File: config.mk
export PLATFORM = sky130hd
export DESIGN_NAME = vram_arbiter
export DESIGN_NICKNAME = d
export VERILOG_FILES = /design/src/rtl/vram_arbiter.sv
export SDC_FILE = /design/constraint.sdc
export NUM_CORES = 1
export LEC_CHECK = 0
export CORE_MARGIN = 3
export CORE_UTILIZATION = 49
export DETAILED_ROUTE_END_ITERATION = 6
export GPL_TIMING_DRIVEN = 0
export HOLD_SLACK_MARGIN = 0.06
export PLACE_DENSITY = 0.95
export SLEW_MARGIN = 20
export SYNTH_ARGS = -nofsm -noshare
export SYNTH_HDL_FRONTEND = slang
export SYNTH_SLANG_ARGS = --single-unit
File: constraint.sdc
create_clock -name clk -period 3.9 [get_ports clk]
set_input_delay 0.585 -clock clk [delete_from_list [all_inputs] [get_ports clk]]
set_output_delay 0.585 -clock clk [all_outputs]
set_load 0.01 [all_outputs]
File: src/rtl/vram_arbiter.sv
// Arbitrates the single SDRAM command port between VDP slot strobes, refresh and an
// auxiliary requester, with fixed command spacing and read-tag steering of returned data.
module vram_arbiter #(
  parameter int ADDR_W      = 23,
  parameter int CMD_SPACING = 8,
  parameter int RD_LATENCY  = 5
) (
  input  logic              clk,
  input  logic              reset,
  input  logic              mem_enabled,
  input  logic              vdp_read,
  input  logic              vdp_write,
  input  logic              vdp_refresh,
  input  logic [ADDR_W-1:0] vdp_addr,
  input  logic [7:0]        vdp_din8,
  output logic [15:0]       vdp_dout16,
  input  logic              aux_req,
  input  logic              aux_wr,
  input  logic [ADDR_W-1:0] aux_addr,
  input  logic [7:0]        aux_din8,
  output logic              aux_ack,
  output logic [15:0]       aux_dout16,
  output logic              aux_dout_valid,
  output logic              overrun,
  output logic              mem_read,
  output logic              mem_write,
  output logic              mem_refresh,
  output logic [ADDR_W-1:0] mem_addr,
  output logic [7:0]        mem_din8,
  input  logic [15:0]       mem_dout16
);
  typedef enum logic [0:0] {S_IDLE, S_SPACE} state_t;
  localparam logic [3:0] SPACE_LOAD = 4'(CMD_SPACING - 2);

  state_t            state_q, state_d;
  logic [3:0]        cnt_q, cnt_d;
  logic              rd_lvl_q, wr_lvl_q, ref_lvl_q;
  logic              vdp_pend_q, vdp_is_wr_q, ref_pend_q;
  logic [ADDR_W-1:0] vdp_addr_q;
  logic [7:0]        vdp_din_q;
  logic              overrun_q;
  logic              mem_read_q, mem_write_q, mem_refresh_q, aux_ack_q, cmd_aux_q;
  logic [ADDR_W-1:0] mem_addr_q;
  logic [7:0]        mem_din_q;
  logic [RD_LATENCY-1:0] tag_vld_q, tag_aux_q;
  logic [15:0]       vdp_dout_q, aux_dout_q;
  logic              aux_vld_q;

  logic rd_edge, wr_edge, ref_edge, vdp_edge;
  logic idle_en, grant_vdp, grant_ref, grant_aux, grant_any;

  assign rd_edge  = vdp_read & ~rd_lvl_q;
  assign wr_edge  = vdp_write & ~wr_lvl_q;
  assign ref_edge = vdp_refresh & ~ref_lvl_q;
  assign vdp_edge = rd_edge | wr_edge;

  // Aux also yields to a VDP/refresh edge arriving this cycle, so it never steals a slot.
  assign idle_en   = (state_q == S_IDLE) && mem_enabled;
  assign grant_vdp = idle_en && vdp_pend_q;
  assign grant_ref = idle_en && !vdp_pend_q && ref_pend_q;
  assign grant_aux = idle_en && !vdp_pend_q && !ref_pend_q && !vdp_edge && !ref_edge && aux_req;
  assign grant_any = grant_vdp | grant_ref | grant_aux;

  always_comb begin
    state_d = state_q;
    cnt_d   = cnt_q;
    case (state_q)
      S_IDLE: begin
        if (grant_any) begin
          state_d = S_SPACE;
          cnt_d   = SPACE_LOAD;
        end
      end
      S_SPACE: begin
        if (cnt_q == 4'd0) state_d = S_IDLE;
        else cnt_d = cnt_q - 4'd1;
      end
      default: state_d = S_IDLE;
    endcase
  end

  always_ff @(posedge clk) begin
    if (reset) begin
      state_q <= S_IDLE;
      cnt_q   <= 4'd0;
    end else begin
      state_q <= state_d;
      cnt_q   <= cnt_d;
    end
  end

  always_ff @(posedge clk) begin
    if (reset) begin
      rd_lvl_q      <= 1'b0;
      wr_lvl_q      <= 1'b0;
      ref_lvl_q     <= 1'b0;
      vdp_pend_q    <= 1'b0;
      vdp_is_wr_q   <= 1'b0;
      ref_pend_q    <= 1'b0;
      vdp_addr_q    <= '0;
      vdp_din_q     <= 8'd0;
      overrun_q     <= 1'b0;
      mem_read_q    <= 1'b0;
      mem_write_q   <= 1'b0;
      mem_refresh_q <= 1'b0;
      aux_ack_q     <= 1'b0;
      cmd_aux_q     <= 1'b0;
      mem_addr_q    <= '0;
      mem_din_q     <= 8'd0;
    end else begin
      rd_lvl_q  <= vdp_read;
      wr_lvl_q  <= vdp_write;
      ref_lvl_q <= vdp_refresh;

      // Clear on grant first so an edge in the same cycle re-arms the flag.
      if (grant_vdp) vdp_pend_q <= 1'b0;
      if (vdp_edge) begin
        vdp_pend_q  <= 1'b1;
        vdp_is_wr_q <= wr_edge;
        vdp_addr_q  <= vdp_addr;
        vdp_din_q   <= vdp_din8;
      end
      if (grant_ref) ref_pend_q <= 1'b0;
      if (ref_edge) ref_pend_q <= 1'b1;
      if ((vdp_edge && vdp_pend_q && !grant_vdp) || (ref_edge && ref_pend_q && !grant_ref))
        overrun_q <= 1'b1;

      mem_read_q    <= (grant_vdp && !vdp_is_wr_q) || (grant_aux && !aux_wr);
      mem_write_q   <= (grant_vdp && vdp_is_wr_q) || (grant_aux && aux_wr);
      mem_refresh_q <= grant_ref;
      aux_ack_q     <= grant_aux;
      cmd_aux_q     <= grant_aux;
      if (grant_vdp) begin
        mem_addr_q <= vdp_addr_q;
        mem_din_q  <= vdp_din_q;
      end else if (grant_ref) begin
        mem_addr_q <= '0;
        mem_din_q  <= 8'd0;
      end else if (grant_aux) begin
        mem_addr_q <= aux_addr;
        mem_din_q  <= aux_din8;
      end
    end
  end

  // Tag pipeline starts from the issued pulse; its last stage lines up with valid read data.
  always_ff @(posedge clk) begin
    if (reset) begin
      tag_vld_q  <= '0;
      tag_aux_q  <= '0;
      vdp_dout_q <= 16'd0;
      aux_dout_q <= 16'd0;
      aux_vld_q  <= 1'b0;
    end else begin
      for (int i = 0; i < RD_LATENCY; i++) begin
        if (i == 0) begin
          tag_vld_q[i] <= mem_read_q;
          tag_aux_q[i] <= cmd_aux_q;
        end else begin
          tag_vld_q[i] <= tag_vld_q[i-1];
          tag_aux_q[i] <= tag_aux_q[i-1];
        end
      end
      aux_vld_q <= tag_vld_q[RD_LATENCY-1] && tag_aux_q[RD_LATENCY-1];
      if (tag_vld_q[RD_LATENCY-1]) begin
        if (tag_aux_q[RD_LATENCY-1]) aux_dout_q <= mem_dout16;
        else vdp_dout_q <= mem_dout16;
      end
    end
  end

  assign vdp_dout16     = vdp_dout_q;
  assign aux_ack        = aux_ack_q;
  assign aux_dout16     = aux_dout_q;
  assign aux_dout_valid = aux_vld_q;
  assign overrun        = overrun_q;
  assign mem_read       = mem_read_q;
  assign mem_write      = mem_write_q;
  assign mem_refresh    = mem_refresh_q;
  assign mem_addr       = mem_addr_q;
  assign mem_din8       = mem_din_q;
endmodule

==> out/metrics.csv <==
stage,metric,value,unit
run_status,status,completed,
global_route,antenna_found_initial,0,
final_layout,utilization,76.9,%
final_layout,fillers,592,
setup_path,cp-end-kind,primary output,
sta,slew_violations,0,
logic_synthesis,synth_top_family_by_area,compound AO/OA/AOI/OAI gates,
setup_path,worst-setup-path-type,reg -> out,
drt,post-route-drc-count,0,
setup_path,r2r_cells,6,
setup_path,arrival,1.43,ns
drt,viasPerCell,5.55,
drt,postRouteAntennaNets,0,
logic_synthesis,ys_seq_area_share,52.9,%
drt,drt-total-wl,13600,um
flow_run,drv_cap,0,
drt,drt-pass1-iter-count,5,
logic_synthesis,syn-cell-area,0.00458,mm2
logic_synthesis,synth-simple-area-share,16.5,%
pwr,combPwrFrac,13.9,%
setup_path,crit_path_end,vdp_dout16[13],
drt,vias,4508,
clocking,clock_latency,0.51,ns
setup_path,path_buf_inv,1,
setup_path,crit_path_start_kind,flop,
setup_path,cp_max_fo,2,
clocking,path_clk_slew,0.06,ns
placed_design,dpl.hpwl,9940,um
sta,rsz0062_at_grt,false,
pwr,power.share.switching,24.4,%
clocking,clockBufferDepth,2,
floorplan,rows,34,
drt,drt-wirelength-per-cell,16.7,um
sta,max_slew_margin,49.2,%
setup_path,crit_slowest_cell,clkdlybuf4s50_1,
setup_path,r2r_slack,2.09,ns
global_route,grt_overflow,0,
sta,tns,0,ns
logic_synthesis,yosys.area.top_type,dfxtp_1,
pwr,p_leak,2.47,nW
clocking,postCtsSetupBuffers,0,
clocking,htreeDepth,4,
logic_synthesis,netlist.area_leader.share,52.9,%
pwr,ir_drop,0.283,mV
clocking,numCtsBuffers,17,
setup_path,crit_start,vdp_dout16[13],
final_layout,layout-drive-gt1-share,9.80,%
global_route,first_global_vias,4577,
clocking,cts_root_buf,clkbuf_8,
logic_synthesis,synth_cell_types,34,
logic_synthesis,synth_mux_area_share,0,%
final_layout,area_delta_synth_final,49.4,%
logic_synthesis,syn_area_per_cell,8.82,um2
floorplan,initial_core_util,51.5,%
floorplan,core,0.00889,mm2
pwr,power_frac_clock,46.0,%
clocking,cts_sinks,121,
sta,tightest_slew,0.756,ns
pwr,seq_power_share,40.2,%
global_route,grt_start_max_net_pins,17,
clocking,hold_buffers,0,
logic_synthesis,yosys.area_share.adder,0.547,%
logic_synthesis,synth_warnings,0,
placed_design,numPortBuffers,153,
worst_hold_path,hp-class,reg -> reg,
final_layout,diodes,0,
sta,skew,0.0115,ns
floorplan,dieArea,0.0105,mm2
setup_path,worstPathCellList,clkdlybuf4s50_1,
clocking,cts-resized-gates,0,
floorplan,die_y,103,um
final_layout,final_cell_mix,"153 x clkdlybuf4s50_1, 132 x nand2_1, 121 x dfxtp_1",
placed_design,gp_congestion,0.899,
logic_synthesis,synth_compound_area_share,25.2,%
global_route,grt_util_all_layers,26.4,%
setup_path,r2r-end,mem_addr[10],
sta,report.final.hold_viol_count,0,
logic_synthesis,synth_xor_area_share,0,%
clocking,cts_tree,done,
drt,drt_iter0_drc,248,
setup_path,r2r_start,state_q,
setup_path,required,3.31,ns
pwr,power.density,491,mW/mm2
logic_synthesis,synth-seq-cells,121,
final_layout,nets,779,
sta,post-route-period-util,51.7,%
global_route,grt_pass1_wl,21700,um
sta,setup_violations,0,
sta,fin_crit,2.02,ns
setup_path,cp_top_family,buffers and inverters,
setup_path,cp_num_cells,1,
pwr,netSwitchingPower,819,uW
sta,fmax,0.496,GHz
floorplan,die_w,103,um
pwr,p_int,2.54,mW
setup_path,slowest_delay,0.56,ns
logic_synthesis,synth_area_leaders,"dfxtp_1 53%, a21oi_1 11%, nand2_1 11%, a211oi_2 5.5%, a22oi_1 5.1%",
floorplan,ios,155,
final_layout,layout_commonest_cell,clkdlybuf4s50_1,
logic_synthesis,synthesis.nets,607,
logic_synthesis,syn-instance-count,519,
[Yosys cell counts, drive strengths merged]
cell type / instances
nand2: 132
dfxtp: 121
a21oi: 99
a211oi: 31
a22oi: 31
clkbuf: 29
nor2b: 18
buf: 15
inv: 7
nor2: 6
nand2b: 5
and2: 3
o21ai: 3
a31oi: 2
a32o: 2
ha: 2
nand3: 2
nor3: 2
nor4: 1
nor4b: 1
o31a: 1
o31ai: 1
o41ai: 1
or2: 1
or3: 1
or3b: 1
or4b: 1
[routing by layer]
layer | share of wire [%] | GRT usage, % | routed length, um
met4 | 2.2 | 10.5 | 304
met5 | 0 | 0 | 0
met1 | 39 | 31.1 | 5290
met2 | 49 | 44.9 | 6640
met3 | 9.7 | 8.19 | 1320
[state kept, by name, indices dropped and copies added (netlist names), 5 cells and up]
signal      cells
tag_aux_q       5
vdp_dout16     16
mem_din8        8
vdp_din_q       8
aux_dout16     16
vdp_addr_q     23
tag_vld_q       5
mem_addr       23
[how the worst min path moves through the flow]
stage,cells after the start,startpoint,end,slack (ns)
after global routing,1,tag_vld_q[1],tag_vld_q[2],0.46
after CTS,1,tag_vld_q[0],tag_vld_q[1],0.44
after global placement,1,tag_vld_q[3],tag_vld_q[4],0.42
after floorplan,1,tag_aux_q[0],tag_aux_q[1],0.41
after detailed placement,1,tag_vld_q[0],tag_vld_q[1],0.43
final,1,tag_vld_q[0],tag_vld_q[1],0.44
[per-stage QoR]
| stage | setup WS (ns) | std cells | hold slack [ns] | power, mW | area (um2) |
|---|---|---|---|---|---|
| after floorplan | 2.12 | 519 | 0.414 | 1.60 | 4580 |
| after global placement | 1.43 | 780 | 0.420 | 1.81 | 6240 |
| after detailed placement | 1.36 | 780 | 0.427 | 1.83 | 6240 |
| after CTS | 1.87 | 812 | 0.441 | 3.37 | 6840 |
| after global routing | 1.74 | 812 | 0.457 | 3.47 | 6840 |
| final | 1.88 | 812 | 0.436 | 3.36 | 6840 |
[power by group through the flow]
stage	logic, mW	clock network [mW]	registers, mW
floorplan	0.220	0	1.38
global placement	0.443	0	1.37
detailed placement	0.457	0	1.37
CTS	0.463	1.56	1.35
global route	0.504	1.61	1.36
finish	0.465	1.54	1.35
[cells by family (layout without fill, tap and decap cells)]
logic type | Yosys count | after routing
flip-flops | 121 | 121
adder cells (fa/ha/maj) | 2 | 2
AND/OR/NAND/NOR | 174 | 174
buffers and inverters | 51 | 236
AO/OA/AOI/OAI | 171 | 171
[final cells by class]
class	count	area (um2)	area share, %
plain buffers	44	196	2.87
multi-input cells	347	1930	28.3
clock inverters	12	149	2.18
flip-flops and latches	121	2420	35.4
inverters	7	26.3	0.384
repair buffers	153	1530	22.4
well taps	108	135	1.98
clock buffers	20	445	6.51
Power figures use the tool's default switching activity.
